==> config.mk <==
export PLATFORM = sky130hd
export DESIGN_NAME = key_debounce_multi
export DESIGN_NICKNAME = d
export VERILOG_FILES = /design/src/rtl/key_debounce_multi.sv
export SDC_FILE = /design/constraint.sdc
export NUM_CORES = 1
export LEC_CHECK = 0
export BUFFER_PORTS_ARGS = -buffer_cell sky130_fd_sc_hd__buf_2
export CAP_MARGIN = 20
export CORE_UTILIZATION = 58
export CTS_BUF_LIST = sky130_fd_sc_hd__clkbuf_4 sky130_fd_sc_hd__clkbuf_8
export DETAILED_ROUTE_END_ITERATION = 8
export PLACE_DENSITY = 0.81
export SLEW_MARGIN = 20
export SYNTH_ARGS = -nofsm -noshare
export SYNTH_HDL_FRONTEND = slang
export SYNTH_SLANG_ARGS = --single-unit
export TNS_END_PERCENT = 10
==> constraint.sdc <==
create_clock -name clk -period 2.2 [get_ports clk]
set_input_delay 0 -clock clk [delete_from_list [all_inputs] [get_ports clk]]
set_output_delay 0 -clock clk [all_outputs]
set_load 0.01 [all_outputs]
==> src/rtl/key_debounce_multi.sv <==
// Multi-channel key debouncer.
// Each channel: polarity normalisation, 2-flop synchroniser, a consecutive-sample
// stability filter clocked by a shared sample-tick strobe, a debounced level and
// one-cycle press/release pulses.
// Optional long-press detection is built when KEY_DEBOUNCE_LONG_PRESS_EN is defined;
// otherwise key_long is tied to 0 and no hold counters exist.
module key_debounce_multi #(
  parameter int unsigned N_KEYS     = 4,
  parameter int unsigned CLK_DIV    = 10000,
  parameter int unsigned STABLE_CNT = 3,
  parameter bit          ACTIVE_LOW = 1'b0,
  parameter int unsigned LONG_TICKS = 5000
) (
  input  logic              clk,
  input  logic              RST,
  input  logic [N_KEYS-1:0] key_in,
  output logic              sample_tick,
  output logic [N_KEYS-1:0] key_o,
  output logic [N_KEYS-1:0] key_press,
  output logic [N_KEYS-1:0] key_release,
  output logic [N_KEYS-1:0] key_long
);

  localparam int unsigned DivW = $clog2(CLK_DIV);
  localparam int unsigned CntW = $clog2(STABLE_CNT + 1);
  localparam logic [DivW-1:0] DivMax = DivW'(CLK_DIV - 1);
  localparam logic [CntW-1:0] CntMax = CntW'(STABLE_CNT - 1);

  logic [DivW-1:0]             div_q, div_d;
  logic                        tick_q, tick_d;
  logic [N_KEYS-1:0]           s1_q, s1_d;
  logic [N_KEYS-1:0]           s2_q, s2_d;
  logic [N_KEYS-1:0][CntW-1:0] cnt_q, cnt_d;
  logic [N_KEYS-1:0]           ko_q, ko_d;
  logic [N_KEYS-1:0]           press_q, press_d;
  logic [N_KEYS-1:0]           rel_q, rel_d;

  // Prescaler: wrap at CLK_DIV-1 and register the strobe one cycle later.
  always_comb begin
    tick_d = (div_q == DivMax);
    div_d  = tick_d ? '0 : div_q + DivW'(1);
  end

  // Synchroniser input stage with polarity normalised so 1 always means pressed.
  always_comb begin
    s1_d = ACTIVE_LOW ? ~key_in : key_in;
    s2_d = s1_q;
  end

  // Stability filter: a disagreeing sample run of STABLE_CNT ticks flips the level.
  always_comb begin
    cnt_d   = cnt_q;
    ko_d    = ko_q;
    press_d = '0;
    rel_d   = '0;
    if (tick_q) begin
      for (int i = 0; i < int'(N_KEYS); i++) begin
        if (s2_q[i] == ko_q[i]) begin
          cnt_d[i] = '0;
        end else if (cnt_q[i] == CntMax) begin
          ko_d[i]    = s2_q[i];
          cnt_d[i]   = '0;
          press_d[i] = s2_q[i];
          rel_d[i]   = ~s2_q[i];
        end else begin
          cnt_d[i] = cnt_q[i] + CntW'(1);
        end
      end
    end
  end

  // State registers for prescaler, synchroniser and filter.
  always_ff @(posedge clk) begin
    if (RST) begin
      div_q   <= '0;
      tick_q  <= 1'b0;
      s1_q    <= '0;
      s2_q    <= '0;
      cnt_q   <= '0;
      ko_q    <= '0;
      press_q <= '0;
      rel_q   <= '0;
    end else begin
      div_q   <= div_d;
      tick_q  <= tick_d;
      s1_q    <= s1_d;
      s2_q    <= s2_d;
      cnt_q   <= cnt_d;
      ko_q    <= ko_d;
      press_q <= press_d;
      rel_q   <= rel_d;
    end
  end

  assign sample_tick = tick_q;
  assign key_o       = ko_q;
  assign key_press   = press_q;
  assign key_release = rel_q;

`ifdef KEY_DEBOUNCE_LONG_PRESS_EN
  localparam int unsigned HoldW = $clog2(LONG_TICKS + 1);
  localparam logic [HoldW-1:0] HoldMax  = HoldW'(LONG_TICKS);
  localparam logic [HoldW-1:0] HoldLast = HoldW'(LONG_TICKS - 1);

  logic [N_KEYS-1:0][HoldW-1:0] hold_q, hold_d;
  logic [N_KEYS-1:0]            long_q, long_d;

  // Hold counter: counts ticks while pressed, saturates, pulses once on arrival.
  always_comb begin
    hold_d = hold_q;
    long_d = '0;
    for (int i = 0; i < int'(N_KEYS); i++) begin
      if (!ko_q[i]) begin
        hold_d[i] = '0;
      end else if (tick_q && (hold_q[i] != HoldMax)) begin
        hold_d[i] = hold_q[i] + HoldW'(1);
        long_d[i] = (hold_q[i] == HoldLast);
      end
    end
  end

  // Hold counter and long-press pulse registers.
  always_ff @(posedge clk) begin
    if (RST) begin
      hold_q <= '0;
      long_q <= '0;
    end else begin
      hold_q <= hold_d;
      long_q <= long_d;
    end
  end

  assign key_long = long_q;
`else
  assign key_long = '0;
`endif

endmodule
After elaboration in Yosys (flattened, before gate mapping)
Index checks and enable logic that the tools add are counted.
{"block": "classes", "bitwise": 13, "eq_ne": 9, "n_mux": 8, "n_reduce_logical": 9, "n_addsub": 5}
{"operator": "$mux 2", "n": 8}
{"operator": "$reduce_or 4->1", "n": 4}
{"operator": "$add 14x1->14 const B", "n": 1}
{"operator": "$eq 14x14->1 const B", "n": 1}
{"operator": "$not 1->1", "n": 13}
{"operator": "$reduce_and 3->1", "n": 4}
{"operator": "$add 2x1->2 const B", "n": 4}
{"operator": "$eq 2x2->1 const B", "n": 4}
{"operator": "$eq 1x1->1", "n": 4}
{"operator": "$reduce_or 2->1", "n": 1}
{"block": "word_totals", "word_cells": 64, "in_bits": 6, "regBits": 43, "output_inout_bits": 17}

Longest topological paths before layout
Gate-level depths: netlist of the first run.
{"block": "logic_depth", "word_depth": 3, "mapped_depth": 6, "mapped_depth_nobuf": 5}

Least setup slack after synthesis of the first run
OpenSTA, ideal clock, no wires.
{"block": "synth_path", "path_type": "register to register", "startpoint": "register div_q[4]", "endpoint": "register div_q[11]", "setup_time_ns": 0.115, "path_slack_ns": 0.479, "n_path_buf": 1, "synth_period_minus_slack_ns": 1.721, "required_ns": 2.085, "t_arrival_ns": 1.606, "path_stages_with_launch": 6, "path_cell_list": "dfxtp_1 or4b_1 or4_4 nand2b_4 buf_6 nor2_1"}
{"block": "synth_between", "elab_chain_len": 2, "word_cells_on_any_way": 3, "cone_classes": "add/sub (1); eq/ne (1); reduce/logical (1)"}
{"element": "from (decl)", "line_no": "29", "rtl": "logic [DivW-1:0] div_q, div_d;"}
{"element": "from (signal assigned)", "line_no": "84", "rtl": "div_q <= div_d;"}
{"element": "parallel branches: the longest is 2 deep, another holds $add 14x1->14"}
Parallel ways; which one is timed is not known.
A chain may end at the register's enable or synchronous reset.

Worst setup path in the final report of the first run
{"block": "layout_path", "startpoint": "register div_q[4]", "endpoint": "register div_q[1]"}
{"block": "layout_between", "elab_chain_len": 2}
{"element": "$eq 14x14->1", "line_no": "40", "rtl": "tick_d = (div_q == DivMax);"}
{"element": "$reduce_or 2->1 (no source line)"}
Every way passes these cells.

==> impl_metrics.json, run 1 <==
{
  "timing.final.ws_setup_ns": 0.4280,
  "final_cells": 222,
  "drive_above_1_share_pct": 14.58,
  "clkSlewWorstSetupHoldPaths_ns": 0.13,
  "timing.setup.tns_ns": 0,
  "cp-start-kind": "register",
  "cts_sinks": 43,
  "skew_ns": 0.009516,
  "reg2reg_depth": 4,
  "cts_buffer_depth": 2,
  "drc": 0,
  "grt_pass1_vias": 1091,
  "p_leak_nw": 0.6876,
  "drt_pass1_iterations": 4,
  "portBuffers": 18,
  "rsz0062_at_grt": "false",
  "r2r_end": "div_q[1]",
  "drtIter0Drc": 19,
  "crit_fanout": 14,
  "cp.required_ns": 2.46,
  "synth_top_area_cell": "dfxtp_1",
  "ys_async_sr_fraction_pct": 0,
  "fmax_mhz": 564.3,
  "wire_per_inst_um": 12.18,
  "layout_min_cycle_time_ns": 1.772,
  "min-delay-path-class": "in2reg",
  "grt_pass1_wl_mm": 4.464,
  "synth_ff_type": "dfxtp_1",
  "slew_viol_final": 0,
  "area.sequential_sq_um": 860.8,
  "synth.distinct_cells": 28,
  "yosysSeqAreaShare_pct": 53.50,
  "area_delta_synth_final_pct": 11.20,
  "syn_avg_cell_area_sq_um": 9.578,
  "synthesis.area_sq_um": 1609,
  "nets": 198,
  "ir_worst_vdd_v": 0.0005326,
  "reg2reg_from": "div_q[4]",
  "hpwl_mm": 1.868,
  "worstSkewPairLatency_ns": 0.35,
  "whs_path_depth": 2,
  "antenna_found_initial": 0,
  "antennaDiodeCount": 0,
  "holdCritStartpoint": "RST",
  "dr_wl_met2_mm": 1.391,
  "crit_type": "reg2reg",
  "netlist_top_cells_area": "dfxtp_1 (53%), nor2_1 (5.4%), xnor2_1 (4.9%), nor3_1 (3.4%), nand3b_1 (3.3%)",
  "arrival_ns": 2.03,
  "wl_met3_um": 123,
  "ios": 23,
  "h-tree-depth": 2,
  "post-route-period-util_pct": 80.54,
  "cts_tree": "done",
  "die_x_um": 54.67,
  "gp_congestion": 0.7579,
  "numCtsBuffers": 5,
  "core_area_sq_um": 2545,
  "final_antenna_net_count": 0,
  "critical_path.endpoint_type": "register",
  "avgViaCountPerCell": 5.221,
  "powerDensity_nw_per_um2": 679.1,
  "wl_met1_mm": 1.160,
  "fp.dieH_um": 54.67,
  "multi_input_area_sq_um": 688.2,
  "vias": 1159,
  "overflow": 0,
  "synth_top_cell_area_share_pct": 53.50,
  "top_layer_used": "met4",
  "utilization_pct": 70.30,
  "synth_seq_cells": 43,
  "synth_edf_count": 0,
  "finalHoldViolCount": 0,
  "cts-root-buf": "clkbuf_4",
  "dieArea_sq_um": 2989,
  "grt_usage_pct": 22.47,
  "cap_violations": 0,
  "synth_warnings": 0,
  "fillers": 208,
  "setup_viol": 0,
  "min_to": "key_o[1]",
  "reg2reg_slack_ns": 0.43,
  "start_util_pct": 63.23,
  "status": "finished, final reports clean",
  "num_rows": 18,
  "pre_cts_slack_ns": 0.4339,
  "synthCells": 168,
  "grt_max_degree": 31,
  "routed_wl_mm": 2.703,
  "placed_cells": 210
}
synthesized netlist by cell type, types with 5 or more instances:
master	n
nor2_1	23
nand3b_1	7
nand2_1	9
mux2i_1	5
nand3_1	6
nand2b_1	6
a21oi_1	9
xnor2_1	9
nor2b_1	8
nor3_1	11
dfxtp_1	43
through the flow:
stage | hold slack [ns] | power (mW) | area [sq um]
floorplan | 0.1282 | 0.8500 | 1620
global placement | 0.2066 | 0.8506 | 1692
detailed placement | 0.2208 | 0.8540 | 1692
CTS | 0.07335 | 1.228 | 1789
global route | 0.08696 | 1.271 | 1789
finish | 0.08455 | 1.215 | 1789
where the power goes:
| group | total (mW) | internal, mW | switching [mW] |
|---|---|---|---|
| Sequential | 0.799 | 0.790 | 0.00860 |
| Clock | 0.373 | 0.122 | 0.251 |
| Combinational | 0.0436 | 0.0196 | 0.0240 |
layout by cell type, fill, tap and decap left out, drive strengths merged, types with 2 or more instances in the layout:
| master | netlist | layout |
|---|---|---|
| nor2b | 8 | 8 |
| nand2b | 7 | 7 |
| nor3 | 11 | 11 |
| nor2 | 23 | 23 |
| mux2i | 5 | 5 |
| dlygate4sd3 | 0 | 4 |
| a21oi | 9 | 9 |
| clkbuf | 4 | 5 |
| clkinv | 1 | 2 |
| nand3 | 6 | 6 |
| clkinvlp | 0 | 2 |
| nand4 | 4 | 4 |
| buf | 5 | 18 |
| nand2 | 9 | 9 |
| nand3b | 7 | 7 |
| xnor2 | 9 | 9 |
| inv | 3 | 3 |
| xor2 | 4 | 4 |
| dfxtp | 43 | 43 |
| conb | 1 | 4 |
| nor4b | 2 | 2 |
area by class of cell:
type	instances	share of cell area [%]
Sequential cell	43	48.11
Timing Repair Buffer	22	7.273
Multi-Input combinational cell	115	38.46
Tap cell	30	2.098
Inverter	4	0.8392
Clock buffer	5	2.098
Clock inverter	3	1.119
registers in the layout, summed over array words and instances (netlist names):
signal and cells:
div_q 14, sample_tick 1, key_o 4, s2_q 4, key_release 4, s1_q 4
key_press 4, cnt_q 8
cell families after synthesis:
kind of cell,synth area share [%]
other,0.2331
adder cells (fa/ha/maj),0.7775
flip-flops,53.50
multiplexers,3.111
AO/OA/AOI/OAI,3.266
XOR/XNOR,7.076
AND/OR/NAND/NOR,27.61
buffers and inverters,4.432
layer usage:
layer | GRT usage [%] | vias to the layer above
met5 | 0 | -
met4 | 11.54 | 0
met3 | 9.167 | 2
met2 | 38.55 | 26
met1 | 23.20 | 529
li1 | - | 602
repair_timing:
action                                 in CTS  in global routing
gates resized for setup                     0                  0
hold buffers                                4                  0
buffers inserted                            0                  0
endpoints found under the hold margin       4                  0
how the worst max path moves through the flow:
stage / cells after the start / startpoint / endpoint / slack, ns
floorplan: 5 / div_q[4] / div_q[11] / 0.48
global placement: 4 / div_q[4] / div_q[9] / 0.47
detailed placement: 4 / div_q[4] / div_q[1] / 0.43
CTS: 4 / div_q[4] / div_q[1] / 0.42
global route: 5 / div_q[0] / div_q[3] / 0.34
finish: 4 / div_q[4] / div_q[1] / 0.43
worst max-delay path, cell delays in order, from the launching register on:
cell      delay (ns)
dfxtp_1         0.38
or4b_1          0.54
or4_4           0.52
nand2b_4        0.17
nor2_1          0.07
Power figures use the tool's default switching activity.
==> inputs of run 2 (changes only) <==
==> constraint.sdc (replaced) <==
create_clock -name clk -period 1.7 [get_ports clk]
set_input_delay 0 -clock clk [delete_from_list [all_inputs] [get_ports clk]]
set_output_delay 0 -clock clk [all_outputs]
set_load 0.01 [all_outputs]
==> impl_metrics.json, run 2 (same netlist as run 1, synthesis figures left out) <==
{
  "skew_ns": 0.009206,
  "reg2reg_slack_ns": 0.05,
  "worst_path_max_delay_cell": "or4b_1",
  "portBuffers": 18,
  "cts_tree": "done",
  "worst-slew-pin-transition_ns": 0.5214,
  "ios": 23,
  "power_frac_comb_pct": 3.9,
  "dieArea_sq_um": 2989,
  "drc": 0,
  "reg_top3": "div_q (14), cnt_q (8)",
  "clkSlewWorstSetupHoldPaths_ns": 0.12,
  "routed_wl_mm": 2.856,
  "numCtsBuffers": 5,
  "arrival_ns": 1.90,
  "vias": 1219,
  "cp_slowest_stage_delay_ns": 0.51,
  "largest_reg_flops": 14,
  "layout_min_cycle_time_ns": 1.653,
  "holdCritStartpoint": "RST",
  "cp-start-kind": "register",
  "h-tree-depth": 2,
  "num_rows": 18,
  "fp.dieH_um": 54.67,
  "max_slew_margin_pct": 65.24,
  "path_buf_inv": 0,
  "power.internal_mw": 1.243,
  "antennaDiodeCount": 0,
  "grt_usage_pct": 21.33,
  "cts_sinks": 43,
  "utilization_pct": 72.03,
  "clkPwrFrac_pct": 31.1,
  "rsz0062_at_grt": "false",
  "slew_viol_final": 0,
  "die_x_um": 54.67,
  "top_register": "div_q",
  "grt_pass1_vias": 1171,
  "powerDensity_nw_per_um2": 866.9,
  "whs_path_depth": 2,
  "cts_buffer_depth": 2,
  "design_area_sq_um": 1833,
  "grt_max_degree": 31,
  "wire_per_inst_um": 12.64,
  "cts-root-buf": "clkbuf_4",
  "timing.setup.tns_ns": 0,
  "overflow": 0,
  "drt_pass1_iterations": 4,
  "post-route-period-util_pct": 97.21,
  "p_leak_nw": 0.7248,
  "mostFrequentLayoutCells": "dfxtp_1 (42), nor2_1 (23), buf_2 (18), nor3_1 (11)",
  "seqPwrFrac_pct": 65.0,
  "nets": 203,
  "setup_viol": 0,
  "antenna_found_initial": 0,
  "dpl_cell_area_sq_um": 1722,
  "crit_type": "reg2reg",
  "cp.required_ns": 1.94,
  "fillers": 199,
  "start_util_pct": 63.23,
  "fmax_mhz": 605.1,
  "critical_path.endpoint_type": "register",
  "status": "finished, final reports clean",
  "min_to": "key_o[0]",
  "finalHoldViolCount": 0,
  "switchingPower_mw": 0.3459,
  "reg2reg_from": "div_q[11]",
  "crit_fanout": 7,
  "drive_above_1_share_pct": 16.84,
  "final_antenna_net_count": 0,
  "min-delay-path-class": "in2reg",
  "worstSkewPairLatency_ns": 0.35,
  "total_power_mw": 1.589,
  "switching_share_pct": 21.77,
  "cp_top_family": "simple AND/OR/NAND/NOR gates",
  "worstPathCellList": "or4b_1 > or4_4 > nand2b_4 > nor2_1",
  "pre_cts_slack_ns": 0.07714,
  "avgViaCountPerCell": 5.394,
  "grt_pass1_wl_mm": 4.478,
  "cap_violations": 0,
  "reg2reg_depth": 4,
  "hpwl_mm": 1.885,
  "drtIter0Drc": 40,
  "r2r_end": "div_q[4]",
  "mostFrequentLayoutCell": "dfxtp_1",
  "area_delta_synth_final_pct": 13.92,
  "ir_worst_vdd_v": 0.0007783,
  "core_area_sq_um": 2545,
  "timing.final.ws_setup_ns": 0.04747,
  "gp_congestion": 0.7439
}
[run 2: cell count changes in the layout (fill, tap and decap cells not counted), sizes merged]
cell / delta
clkinvlp: -2
clkbuf: +1
nand2b: +1
buf: +4
[run 2: worst max-delay path by stage]
stage | cells past startpoint | endpoint | start
floorplan | 6 | div_q[12] | div_q[0]
global placement | 4 | div_q[6] | div_q[11]
detailed placement | 4 | div_q[3] | div_q[11]
CTS | 5 | div_q[4] | div_q[1]
global route | 5 | div_q[4] | div_q[0]
finish | 4 | div_q[4] | div_q[11]
[run 2: metrics by stage]
step	hold WS, ns	std cells
final	0.1037	226
after CTS	0.08654	225
after global placement	0.2067	214
after floorplan	0.1282	171
after global routing	0.1269	226
after detailed placement	0.2155	214
[run 2: repair_timing]
item                                   in CTS  in global routing
setup endpoints to repair                   0                 14
resized for setup                           0                  2
setup buffers                               0                  0
hold buffers                                4                  0
endpoints found under the hold margin       4                  0
[run 2: routing by layer]
layer  wire [um]  global-route usage, %  vias up
met2        1501                  38.35       32
li1            -                      -      608
met3         112                  6.111        8
met1        1189                  21.54      571
met4          52                  12.39        0
met5           0                      0        -
[run 2: final cells by class]
| type | instances | area [sq um] | area share, % |
|---|---|---|---|
| Tap cell | 30 | 37.54 | 2.048 |
| Sequential cell | 43 | 862.1 | 47.03 |
| Timing Repair Buffer | 26 | 160.2 | 8.737 |
| Clock inverter | 1 | 5.005 | 0.2730 |
| Inverter | 4 | 15.01 | 0.8191 |
| Multi-Input combinational cell | 116 | 701.9 | 38.29 |
| Clock buffer | 6 | 51.30 | 2.799 |
[run 2: power by group through the flow]
stage	Sequential [mW]	Clock [mW]	Combinational, mW
final	1.03	0.495	0.0620
after global routing	1.04	0.537	0.0691
after CTS	1.03	0.504	0.0591
after detailed placement	1.05	0	0.0515
after global placement	1.05	0	0.0497
after floorplan	1.05	0	0.0474
